--- config.mk ---
export PLATFORM = sky130hd
export DESIGN_NAME = fifo_bank_scheduler
export DESIGN_NICKNAME = d
export VERILOG_FILES = /design/src/rtl/fifo_bank_scheduler.sv
export SDC_FILE = /design/constraint.sdc
export NUM_CORES = 1
export LEC_CHECK = 0
export BUFFER_PORTS_ARGS = -buffer_cell sky130_fd_sc_hd__buf_4
export CAP_MARGIN = 20
export CORE_MARGIN = 8
export CORE_UTILIZATION = 40
export CTS_BUF_LIST = sky130_fd_sc_hd__clkbuf_8
export CTS_CLUSTER_DIAMETER = 200
export DETAILED_ROUTE_END_ITERATION = 10
export PLACE_DENSITY_LB_ADDON = 0.08
export SLEW_MARGIN = 5
export SYNTH_ARGS = -nofsm -noshare
export SYNTH_HDL_FRONTEND = slang
export SYNTH_SLANG_ARGS = --single-unit
--- constraint.sdc ---
create_clock -name iCLK -period 2.5 [get_ports iCLK]
set_input_delay 0.375 -clock iCLK [delete_from_list [all_inputs] [get_ports iCLK]]
set_output_delay 0.375 -clock iCLK [all_outputs]
set_load 0.01 [all_outputs]
--- src/rtl/fifo_bank_scheduler.sv ---
// fifo_bank_scheduler: ping-pong bank scheduler between the BLVDS frame receiver and the uPP reader
// Ports: iCLK/iRST_N (async active-low); iFRAME_DONE/iFRAME_ABORT from the receiver;
//   iRD_DONE/iRD_EMPTY from the reader; oSEL_CH_WR/oSEL_CH_RD bank selects; oACLR per-bank clear;
//   oRD_START, oWR_STALL, oRD_TIMEOUT status pulses/levels; oBANK_STATE {bank1,bank0};
//   oFRAME_CNT/oDROP_CNT statistics, present only when ARB_STATS_EN is defined (otherwise tied to 0).
module fifo_bank_scheduler #(
  parameter logic [3:0]  SETTLE_CYC = 4'd4,
  parameter logic [3:0]  ACLR_CYC   = 4'd3,
  parameter logic [15:0] DRAIN_TMO  = 16'd5000
) (
  input  logic        iCLK,
  input  logic        iRST_N,
  input  logic        iFRAME_DONE,
  input  logic        iFRAME_ABORT,
  input  logic        iRD_DONE,
  input  logic        iRD_EMPTY,
  output logic        oSEL_CH_WR,
  output logic        oSEL_CH_RD,
  output logic [1:0]  oACLR,
  output logic        oRD_START,
  output logic        oWR_STALL,
  output logic [3:0]  oBANK_STATE,
  output logic        oRD_TIMEOUT,
  output logic [15:0] oFRAME_CNT,
  output logic [15:0] oDROP_CNT
);
  localparam logic [1:0] FREE = 2'd0, FILL = 2'd1, READY = 2'd2, DRAIN = 2'd3;
  typedef enum logic [1:0] {S_IDLE, S_SETTLE, S_WAIT, S_CLEAR} rd_t;
  rd_t rd_state_q, rd_state_d;
  logic [1:0][1:0] bank_q, bank_d;
  logic [1:0][3:0] aclr_q, aclr_d;
  logic [15:0] cnt_q, cnt_d;
  logic wr_sel_q, wr_sel_d, rd_sel_q, rd_sel_d, stall_q, stall_d, age_q, age_d;
  logic rd_start_q, rd_start_d, tmo_q, tmo_d;
  logic any_ready, pick, wr_done, wr_abort, wr_switch;
  // age_q remembers which bank turned READY first, so the reader drains oldest-first
  always_comb begin
    any_ready = bank_q[0] == READY || bank_q[1] == READY;
    pick = (bank_q[0] == READY && bank_q[1] == READY) ? age_q : bank_q[1] == READY;
    wr_done = iFRAME_DONE && !iFRAME_ABORT && !stall_q;
    wr_abort = iFRAME_ABORT && !stall_q;
    wr_switch = (wr_done || stall_q) && bank_q[~wr_sel_q] == FREE;
  end
  always_ff @(posedge iCLK or negedge iRST_N)
    if (!iRST_N) begin
      rd_state_q <= S_IDLE;
      cnt_q <= '0;
    end else begin
      rd_state_q <= rd_state_d;
      cnt_q <= cnt_d;
    end
  // cnt_q counts cycles spent in the current read state (settle delay and drain timeout)
  always_comb begin
    rd_state_d = rd_state_q;
    case (rd_state_q)
      S_IDLE:   rd_state_d = any_ready ? S_SETTLE : S_IDLE;
      S_SETTLE: rd_state_d = cnt_q == 16'(SETTLE_CYC) - 16'd1 ? S_WAIT : S_SETTLE;
      S_WAIT:   rd_state_d = iRD_DONE ? (iRD_EMPTY ? S_IDLE : S_CLEAR) : (cnt_q == DRAIN_TMO - 16'd1 ? S_CLEAR : S_WAIT);
      default:  rd_state_d = aclr_q[rd_sel_q] == 4'd1 ? S_IDLE : S_CLEAR;
    endcase
    cnt_d = rd_state_d != rd_state_q ? '0 : cnt_q + 16'd1;
  end
  always_comb begin
    rd_start_d = rd_state_q == S_SETTLE && rd_state_d == S_WAIT;
    tmo_d = rd_state_q == S_WAIT && rd_state_d == S_CLEAR && !iRD_DONE;
  end
  // write side only touches FILL/FREE banks, read side only READY/DRAIN banks, so they never collide
  always_comb begin
    bank_d = bank_q;
    wr_sel_d = wr_sel_q;
    rd_sel_d = rd_sel_q;
    age_d = age_q;
    for (int n = 0; n < 2; n++) aclr_d[n] = aclr_q[n] != 4'd0 ? aclr_q[n] - 4'd1 : 4'd0;
    if (wr_done) begin
      bank_d[wr_sel_q] = READY;
      if (bank_q[~wr_sel_q] != READY) age_d = wr_sel_q;
    end
    if (wr_switch) begin
      bank_d[~wr_sel_q] = FILL;
      wr_sel_d = ~wr_sel_q;
    end
    stall_d = (wr_done || stall_q) && !wr_switch;
    if (wr_abort) aclr_d[wr_sel_q] = ACLR_CYC;
    if (rd_state_q == S_IDLE && any_ready) begin
      rd_sel_d = pick;
      bank_d[pick] = DRAIN;
    end
    if (rd_state_q == S_WAIT && rd_state_d == S_CLEAR) aclr_d[rd_sel_q] = ACLR_CYC;
    if ((rd_state_q == S_WAIT || rd_state_q == S_CLEAR) && rd_state_d == S_IDLE) bank_d[rd_sel_q] = FREE;
  end
  always_ff @(posedge iCLK or negedge iRST_N)
    if (!iRST_N) begin
      bank_q <= {FREE, FILL};
      aclr_q <= {ACLR_CYC, ACLR_CYC};
      wr_sel_q <= 1'b0;
      rd_sel_q <= 1'b0;
      stall_q <= 1'b0;
      age_q <= 1'b0;
      rd_start_q <= 1'b0;
      tmo_q <= 1'b0;
    end else begin
      bank_q <= bank_d;
      aclr_q <= aclr_d;
      wr_sel_q <= wr_sel_d;
      rd_sel_q <= rd_sel_d;
      stall_q <= stall_d;
      age_q <= age_d;
      rd_start_q <= rd_start_d;
      tmo_q <= tmo_d;
    end
  assign oSEL_CH_WR = wr_sel_q;
  assign oSEL_CH_RD = rd_sel_q;
  assign oACLR = {|aclr_q[1], |aclr_q[0]};
  assign oRD_START = rd_start_q;
  assign oWR_STALL = stall_q;
  assign oBANK_STATE = bank_q;
  assign oRD_TIMEOUT = tmo_q;
`ifdef ARB_STATS_EN
  logic [15:0] frame_q, frame_d, drop_q, drop_d;
  logic [16:0] drop_sum;
  // abort/overrun and a read-side clear can land in the same cycle, so up to two drops per cycle
  always_comb begin
    drop_sum = {1'b0, drop_q}
      + 17'((iFRAME_ABORT && !stall_q) || (iFRAME_DONE && !iFRAME_ABORT && stall_q))
      + 17'(rd_state_q == S_WAIT && rd_state_d == S_CLEAR);
    drop_d = drop_sum[16] ? 16'hFFFF : drop_sum[15:0];
    frame_d = rd_start_d && frame_q != 16'hFFFF ? frame_q + 16'd1 : frame_q;
  end
  always_ff @(posedge iCLK or negedge iRST_N)
    if (!iRST_N) begin
      frame_q <= '0;
      drop_q <= '0;
    end else begin
      frame_q <= frame_d;
      drop_q <= drop_d;
    end
  assign oFRAME_CNT = frame_q;
  assign oDROP_CNT = drop_q;
`else
  assign oFRAME_CNT = '0;
  assign oDROP_CNT = '0;
`endif
endmodule

==> metrics.cfg, run 1 <==
[run_status]
status=finished clean

[synth]
synthesis.area_um2=2220
synth-seq-cells=36
synth-edff-count=0
yosys_warnings=0
synth_area_per_cell_um2=9.99
ys_seq_area_share_pct=40.9
syn_inst=222
synth-main-ff-cell=dfrtp_1
async_reset_ff_share_pct=100
ys_types=55

[cts]
cts_buffer_depth=2
clkTransAtPathRegs_ns=0.07
cts_tree=done
clock-sinks=36
holdBufCountCts=0
post_cts_buffers=0
clkLatencyLatePin_ns=0.29
clockRootBuffer=clkbuf_8
cts_buffers=5
cts.htree.levels=2
cts-resized-gates=0

[floorplanning]
coreArea_um2=5440
io_pins=49
die_h_um=90.5
initial_core_util_pct=40.8
fp.dieArea_um2=8180
die_w_um=90.5
row_count=27

[timing]
finalMaxSlewViolations=0
layout_worst_path_cycle_share_pct=82.6
setup-violations-final=0
fin_crit_ns=2.07
fmax_mhz=484
finalHoldViolations=0
worst-slew-pin-transition_ns=0.556
rsz0062_at_grt=false
slew_headroom_pct=62.8
finalSetupTns_ns=0
skew_ns=0.00455

[place]
io_buffers=16
dp_hpwl_um=3220
gp_congestion=0.718
dp.cells=303

[routing]
wl_um=4370
firstDrtPassIters=4
drt-initial-drc-count=55
wire_per_inst_um=14.1
ant_nets=0
vias=1544
drc_errors=0
vias_per_cell=4.96

[setup_path]
crit_fanout=16
required_ns=2.67
critPathLaunchType=flip-flop
path_class=flip-flop to flip-flop
cp-end-kind=flip-flop
crit_arrival_ns=2.24

[finish]
drive_above_1_share_pct=21.8
instances_no_fill=311
final_net_count=245
num_antenna_cells=0
area_growth_pct=7.11

[pwr]
p_int_w=0.00127
vdd_drop_max_v=0.000579
swShare_pct=37.0
p_comb_share_pct=30.6
p_seq_share_pct=44.0
switching_power_w=0.000746
p_leak_nw=1.05
p_total_w=0.00201
p_clk_share_pct=25.4
powerDensity_nw_per_um2=848

[global_route]
antenna_found_initial=0
grt_pass1_wl_um=7930
grt_pass1_vias=1633
grt_max_degree=37
grt_use_total_pct=11.6
grt-ovfl-total=0

[hold_path]
hp-class=input pin to asynchronous set/reset pin

[run]
drv_cap=0

==> final cells by class <==
type,count,area (um2)
fillers,548,3060
multi-input cells,173,1120
flip-flops and latches,36,907
repair buffers,18,135
well taps,72,90.1
clock buffers,5,68.8
clock inverters,3,42.5
inverters,4,15.0
==> power groups by stage <==
stage	Combinational (W)	Sequential, W	Clock [W]
after floorplan	0.000524	0.000840	0
after global placement	0.000624	0.000899	0
after detailed placement	0.000620	0.000902	0
after CTS	0.000625	0.000888	0.000532
after global routing	0.000686	0.000916	0.000556
final	0.000615	0.000887	0.000511
==> cell usage in the layout, fill, tap and decap left out, types with 4 or more instances in the layout <==
cell type	n
nor2_1	14
nand2_1	9
o31ai_1	4
xnor2_1	6
dfstp_2	5
dfrtp_1	31
buf_4	18
nor4_1	6
clkbuf_8	5
conb_1	32
o21ai_0	4
nor3_2	8
nor3_1	14
a21oi_1	8
nand3_1	8
inv_1	4
xor2_1	6
==> critical path, cell delays in order, from the launching register on <==
cell,delay (ns)
dfrtp_1,0.40
ha_1,0.34
nor4b_1,0.28
nand3_1,0.34
a21oi_4,0.21
buf_4,0.27
nor3_1,0.09
==> per-layer routing <==
layer / wire length (um) / global-route usage (%) / up-vias
li1: - / - / 768
met1: 2120 / 14.8 / 736
met2: 1910 / 17.1 / 35
met3: 282 / 4.90 / 5
met4: 58 / 3.74 / 0
met5: 0 / 0 / -
==> cell usage after synthesis (3+ instances only) <==
cell | n | share of area (%)
o21bai_1 | 3 | 1.0
nor2_1 | 14 | 2.4
o21a_1 | 3 | 1.0
buf_4 | 34 | 12
nor3_2 | 8 | 3.6
a211o_1 | 3 | 1.2
nand3b_1 | 3 | 1.0
o31ai_1 | 4 | 1.4
xnor2_1 | 6 | 2.4
dfrtp_1 | 31 | 35
o32a_1 | 3 | 1.4
inv_1 | 4 | 0.68
nand3_1 | 8 | 1.8
nand2_1 | 9 | 1.5
nor3_1 | 14 | 3.2
nor4_1 | 6 | 1.7
a21oi_1 | 8 | 1.8
dfstp_2 | 5 | 5.9
xor2_1 | 6 | 2.4
nor2b_1 | 3 | 0.85
o21ai_0 | 4 | 0.90
==> stage by stage <==
stage	setup WS (ns)	utilization [%]	area [um2]	hold WS [ns]
2_1_floorplan	0.633	-	2330	0.0794
3_3_place_gp	0.484	41.6	2260	0.369
3_5_place_dp	0.439	41.6	2260	0.368
4_1_cts	0.414	43.7	2370	0.0459
5_1_grt	0.164	43.7	2370	0.0619
6_report	0.434	43.7	2370	0.0308
==> flip-flops by register name, summed over array words and instances (netlist names) <==
| signal | flops |
|---|---|
| aclr_q | 8 |
| oRD_START | 1 |
| oBANK_STATE | 4 |
| oSEL_CH_WR | 1 |
| rd_state_q | 2 |
| oSEL_CH_RD | 1 |
| oWR_STALL | 1 |
| age_q | 1 |
| cnt_q | 16 |
| oRD_TIMEOUT | 1 |
==> worst paths after layout <==
kind,from,slack (ns),endpoint,cells past startpoint
worst max-delay path,cnt_q[0],0.43,cnt_q[3],6
worst min-delay path,iRST_N,0.03,oSEL_CH_WR,1
worst max register to register,cnt_q[0],0.43,cnt_q[3],6
worst min register to register,cnt_q[0],0.52,cnt_q[0],1
max in group asynchronous,iRST_N,2.12,aclr_q[1],1
min in group iCLK,iRD_DONE,0.45,oRD_TIMEOUT,3
==> cell families (layout without fill, tap and decap cells) <==
family                   count (synthesis)  count (layout)  synth area share (%)
AND/OR/NAND/NOR                         86              86                  24.6
AO/OA/AOI/OAI                           42              42                  15.0
other                                    1              32                 0.169
buffers and inverters                   44              30                  14.0
flip-flops                              36              36                  40.9
XOR/XNOR                                12              12                  4.74
adder cells (fa/ha/maj)                  1               1                 0.564
(Power assumes the default switching activity.)
==> run 2, diff against run 1 <==
- ABC_AREA: unset -> 1
- clock period: 2.5 -> 2.1 ns (I/O delays scaled with it)
==> run 2 against run 1 <==
  * Core utilization grew 1.3 points
  * Sequential power fell by 22%
  * Setup slack got worse by 0.15 ns
  * Sequential share of layout area down 1.7 points
==> metrics.cfg, run 2 <==
[run_status]
status=finished clean

[synth]
synth_common_cells=nand2_1 (48), inv_1 (33), nor2_1 (33)
syn_inst=287  ; +29%
synth.area.top_cells=dfrtp_1 (33%), buf_4 (10%), nand2_1 (7.8%)
yosysTopAreaCellShare_pct=33.4  ; -1.5 points
async_reset_ff_share_pct=100  ; unchanged
ys_types=34  ; -38%
synthesis.area_um2=2320  ; +4.6%
yosysMostFrequentCell=nand2_1
synth-edff-count=0  ; unchanged
synth_area_per_cell_um2=8.08  ; -19%
synth-main-ff-cell=dfrtp_1
synth-seq-cells=36  ; unchanged
yosys_warnings=0  ; unchanged
synth_top_cell_by_area=dfrtp_1
ys_seq_area_share_pct=39.1  ; -1.8 points

[run]
drv_cap=0  ; unchanged

[place]
gp_congestion=0.847  ; +18%
dp_hpwl_um=3470  ; +7.8%
pre_cts_ws_ns=0.246  ; -0.193 ns
io_buffers=16  ; unchanged

[setup_path]
crit_path_start=cnt_q[0]
required_ns=2.30  ; -0.37 ns
crit_top_cell=nand2_2
cp_top_family=simple AND/OR/NAND/NOR gates
r2r_cells=11  ; +5
critPathSlowestCell=dfrtp_1
endpoint=cnt_q[2]
cp_num_cells=11  ; +5
critPathLaunchType=flip-flop
crit_arrival_ns=2.02  ; -0.22 ns
crit_fanout=16  ; unchanged
ff2ff_setup_slack_ns=0.28  ; -0.15 ns
critPathMaxStageDelay_ns=0.37  ; -0.03 ns
path_class=flip-flop to flip-flop
critical_path.cell_chain=ha_1 -> inv_2 -> nor2_2 -> nand2_2 -> nor2_4 -> nand3_4 -> nand2_2 -> nand2_4 -> nand2_2 -> nand3_4 -> nor2_1
r2r_start=cnt_q[0]
worst-path-buf-inv=1  ; unchanged
cp-end-kind=flip-flop
worst_r2r_endpoint=cnt_q[2]

[finish]
num_antenna_cells=0  ; unchanged
area_growth_pct=7.28
final_cell_mix=nand2_1 (48), inv_1 (35), nor2_1 (33)
mostFrequentLayoutCell=nand2_1
regMostFlops=cnt_q
utilization_pct=44.9  ; +1.3 points
drive_above_1_share_pct=20.6  ; -1.1 points
largest_reg_flops=16  ; unchanged
final_net_count=316  ; +29%

[cts]
clockRootBuffer=clkbuf_8
cts_buffer_depth=2  ; unchanged
cts_buffers=5  ; unchanged
clock-sinks=36  ; unchanged
clkLatencyLatePin_ns=0.28  ; about the same
post_cts_buffers=0  ; unchanged
cts.htree.levels=2  ; unchanged
cts-resized-gates=0  ; unchanged
cts_tree=done
clkTransAtPathRegs_ns=0.08  ; about the same

[timing]
rsz0062_at_grt=false
finalSetupTns_ns=0  ; unchanged
fin_crit_ns=1.82  ; -0.250 ns
worst_slack_ns=0.284  ; -0.150 ns
fmax_mhz=551  ; +14%
skew_ns=0.00795  ; +0.00341 ns
worst-slew-pin-transition_ns=0.580  ; +0.0235 ns
finalHoldViolations=0  ; unchanged
layout_worst_path_cycle_share_pct=86.5  ; +3.8 points
slew_headroom_pct=61.1  ; -1.8 points
finalMaxSlewViolations=0  ; unchanged
setup-violations-final=0  ; unchanged

[global_route]
grt_max_degree=37  ; unchanged
grt_pass1_vias=1707  ; +4.5%
grt_use_total_pct=11.5  ; -0.061 points
grt_pass1_wl_um=8110  ; +2.3%
grt-ovfl-total=0  ; unchanged
antenna_found_initial=0  ; unchanged

[routing]
vias_per_cell=4.38  ; -12%
drt-initial-drc-count=43  ; -22%
drc_errors=0  ; unchanged
firstDrtPassIters=4  ; unchanged
wire_per_inst_um=11.8  ; -16%
wl_um=4510  ; +3.2%
vias=1675  ; +8.5%
ant_nets=0  ; unchanged

[floorplanning]
fp.dieArea_um2=8490  ; +3.8%
die_h_um=92.2  ; +1.9%
coreArea_um2=5540  ; +1.9%
row_count=27  ; unchanged
initial_core_util_pct=41.9  ; +1.1 points
io_pins=49  ; unchanged
die_w_um=92.2  ; +1.9%

[pwr]
p_leak_nw=1.28  ; +22%
vdd_drop_max_v=0.000330  ; -43%
powerDensity_nw_per_um2=500  ; -41%

[hold_path]
hp-class=input pin to flip-flop

run 2: changes by cell type in the layout (fill, tap and decap cells not counted), moves of 5 or more:
cell and change:
nor2_4 +12, nor3_2 -8, nor2_1 +19, inv_1 +31, inv_2 +8, nor4_1 -5, nand2_2 +6, nor3_1 -8
o21ai_0 +7, nand2_1 +39
run 2: worst register-to-register path, stage by stage (launching register included):
cell and delay (ns):
dfrtp_1 0.37, ha_1 0.22, inv_2 0.05, nor2_2 0.08, nand2_2 0.07, nor2_4 0.09
nand3_4 0.11, nand2_2 0.09, nand2_4 0.06, nand2_2 0.09, nand3_4 0.31, nor2_1 0.19
run 2: how the worst min path moves through the flow:
stage             start     endpoint  slack (ns)  depth (start not counted)
6_report       iRD_DONE  oRD_TIMEOUT        0.30                          4
5_1_grt        iRD_DONE  oRD_TIMEOUT        0.32                          4
4_1_cts        iRD_DONE  oRD_TIMEOUT        0.29                          4
3_5_place_dp     iRST_N        age_q        0.31                          1
3_3_place_gp     iRST_N        age_q        0.31                          1
2_1_floorplan    iRST_N    aclr_q[2]        0.02                          0
run 2: layout make-up:
| type | instances | area (um2) |
|---|---|---|
| Sequential cell | 36 | 907 |
| Clock buffer | 6 | 82.6 |
| Inverter | 42 | 158 |
| Fill cell | 587 | 3050 |
| Timing Repair Buffer | 18 | 138 |
| Tap cell | 72 | 90.1 |
| Multi-Input combinational cell | 206 | 1110 |
| Clock inverter | 2 | 7.51 |
run 2: routing by layer:
| metal | global-route usage [%] | vias to the layer above | wire length [um] |
|---|---|---|---|
| met5 | 0 | - | 0 |
| met4 | 5.23 | 0 | 88 |
| met3 | 3.10 | 7 | 255 |
| met2 | 19.5 | 33 | 2210 |
| met1 | 13.2 | 770 | 1960 |
| li1 | - | 865 | - |
run 2: kinds of logic after synthesis:
logic type	count (synthesis)	synth area share, %
other	1	0.162
XOR/XNOR	14	5.29
AND/OR/NAND/NOR	132	30.5
flip-flops	36	39.1
buffers and inverters	76	18.2
adder cells (fa/ha/maj)	1	0.539
AO/OA/AOI/OAI	27	6.20
run 2: timing repair:
item                                    CTS  global route
hold buffers                              1             0
endpoints found under the hold margin    23             0
endpoints found under the setup margin    0             0
run 2: power breakdown:
group / leakage, nW / switching (W) / total (W) / internal [W]
Sequential: 0.455 / 0 / 0.000694 / 0.000694
Clock: 0.0538 / 0.000241 / 0.000499 / 0.000258
Combinational: 0.771 / 0.0000446 / 0.0000525 / 0.00000793
Total: 1.28 / 0.000285 / 0.00124 / 0.000959
run 2: stage by stage:
step	area [um2]	instances	total power, W	hold slack, ns
floorplan	2440	318	0.000778	0.0194
global placement	2390	373	0.000756	0.308
detailed placement	2390	373	0.000757	0.313
CTS	2490	382	0.00127	0.290
global route	2490	382	0.00130	0.319
finish	2490	382	0.00124	0.295
==> run 3, diff against run 2 <==
- clock period: 2.1 -> 1.8 ns (I/O delays scaled with it)
==> run 3 against run 2 <==
  * Sequential power increased by 17%
  * Clock power increased by 57%
  * Sequential share of layout area decreased by 1.4 points
  * Hold slack got worse by 0.049 ns
  * Die area unchanged
  * Sequential cell count unchanged
  * Core utilization increased by 1.8 points
  * Critical path depth decreased by 2
  * Power increased by 33%
  * Via count decreased by 0.48%
  * First-iteration DRC count increased by 37%
  * Maximum frequency increased by 7.8%
  * Critical endpoint is now cnt_q[1]
==> metrics.cfg, run 3 (synthesized netlist as in run 2, its figures left out) <==
[routing]
drt-initial-drc-count=59  ; +37%
firstDrtPassIters=4  ; unchanged
vias=1667  ; -0.48%
ant_nets=0  ; unchanged
vias_per_cell=4.31  ; -1.8%
drc_errors=0  ; unchanged
wire_per_inst_um=11.6  ; -2.2%
wl_um=4470  ; -0.91%

[setup_path]
ff2ff_setup_slack_ns=0.12  ; -0.17 ns
critical_path.cell_chain=inv_1 -> or2_0 -> o21ai_1 -> nand2_1 -> nand2_4 -> nand2_2 -> nand3_4 -> buf_12 -> nor2_1
crit_arrival_ns=1.86  ; -0.16 ns
cp-end-kind=flip-flop
required_ns=1.98  ; -0.32 ns
critPathSlowestCell=dfstp_2
r2r_start=aclr_q[0]
worst_r2r_endpoint=cnt_q[1]
critPathLaunchType=flip-flop
path_class=flip-flop to flip-flop
crit_fanout=8  ; -8
r2r_cells=9  ; -2
critPathMaxStageDelay_ns=0.54  ; +0.17 ns

[floorplanning]
coreArea_um2=5540  ; unchanged
initial_core_util_pct=41.9  ; unchanged
fp.dieArea_um2=8490  ; unchanged
row_count=27  ; unchanged
die_h_um=92.2  ; unchanged
die_w_um=92.2  ; unchanged
io_pins=49  ; unchanged

[global_route]
antenna_found_initial=0  ; unchanged
grt-ovfl-total=0  ; unchanged
grt_pass1_wl_um=7620  ; -6.0%
grt_pass1_vias=1658  ; -2.9%
grt_use_total_pct=11.0  ; -0.53 points
grt_max_degree=37  ; unchanged

[cts]
cts_buffers=5  ; unchanged
clockRootBuffer=clkbuf_8
clkTransAtPathRegs_ns=0.07  ; about the same
clkLatencyLatePin_ns=0.28  ; about the same
clock-sinks=36  ; unchanged
cts_tree=done
cts.htree.levels=2  ; unchanged
cts_buffer_depth=2  ; unchanged

[finish]
largest_reg_flops=16  ; unchanged
regMostFlops=cnt_q
final_cell_mix=nand2_1 (48), inv_1 (33), nor2_1 (33)
utilization_pct=46.7  ; +1.8 points
final_net_count=321  ; +1.6%
num_antenna_cells=0  ; unchanged
drive_above_1_share_pct=22.9  ; +2.2 points
area_growth_pct=11.7
mostFrequentLayoutCell=nand2_1

[timing]
layout_worst_path_cycle_share_pct=93.6  ; +7.1 points
fin_crit_ns=1.68  ; -0.132 ns
fmax_mhz=594  ; +7.8%
finalHoldViolations=0  ; unchanged
whs_ns=0.246  ; -0.0495 ns
setup-violations-final=0  ; unchanged
skew_ns=0.00431  ; -0.00364 ns
finalMaxSlewViolations=0  ; unchanged

[hold_path]
holdCritStartpoint=iRD_DONE
whs_path_depth=4  ; unchanged
hold_path_end=oRD_TIMEOUT
hp-class=input pin to flip-flop

[place]
dp_hpwl_um=3510  ; +1.2%
gp_congestion=0.783  ; -7.5%
io_buffers=16  ; unchanged

[pwr]
p_leak_nw=1.32  ; +3.3%
vdd_drop_max_v=0.000372  ; +13%
powerDensity_nw_per_um2=637  ; +27%

[run_status]
status=finished clean

[run]
drv_cap=0  ; unchanged

## run 3: repair_timing
action,CTS,global route
buffers inserted,0,1
endpoints found under the hold margin,31,0
setup endpoints to repair,0,11
resized for setup,0,1
hold buffers,1,0
## run 3: worst max-delay path by stage
stage	depth (start not counted)	slack (ns)	start	endpoint
6_report	9	0.12	aclr_q[0]	cnt_q[1]
3_3_place_gp	9	0.11	aclr_q[0]	cnt_q[0]
4_1_cts	12	0.09	cnt_q[0]	cnt_q[1]
2_1_floorplan	9	0.24	aclr_q[0]	cnt_q[14]
5_1_grt	12	-0.0003	cnt_q[0]	cnt_q[15]
3_5_place_dp	12	0.11	cnt_q[0]	cnt_q[1]
## run 3: worst max-delay path: cells and delay by family, from the launching register on
family	cells	cell delay (ns)
buffers and inverters	2	0.21
flip-flops	1	0.54
AO/OA/AOI/OAI	1	0.14
AND/OR/NAND/NOR	6	0.70
## run 3: area by class of cell
class | instances | area [um2]
fill | 583 | 2950
clock inverter | 1 | 30.0
sequential | 36 | 907
inverter | 42 | 158
clock buffer | 7 | 96.3
timing repair buffer | 23 | 200
tap | 72 | 90.1
multi-input combinational | 206 | 1110
## run 3: layer usage
layer  share of wire, %  global-route usage [%]  routed length, um
met5                  0                       0                  0
met4               0.78                    3.22                 35
met3                6.2                    3.59                278
met2                 51                    19.7               2280
met1                 42                    12.0               1880
## run 3: stage by stage
step	TNS [ns]	cells	total power (W)	setup slack (ns)	instance area (um2)
floorplan	0	318	0.000908	0.242	2440
detailed placement	0	377	0.000882	0.108	2440
global route	-0.000278	387	0.00172	-0.000278	2590
finish	0	387	0.00165	0.116	2590
global placement	0	377	0.000882	0.110	2440
CTS	0	386	0.00168	0.0893	2580
## run 3: report_power, final
part,total [W],internal [W],switching [W]
clock,0.000781,0.000489,0.000292
combinational,0.0000611,0.00000927,0.0000518
sequential,0.000809,0.000809,0
total,0.00165,0.00131,0.000344
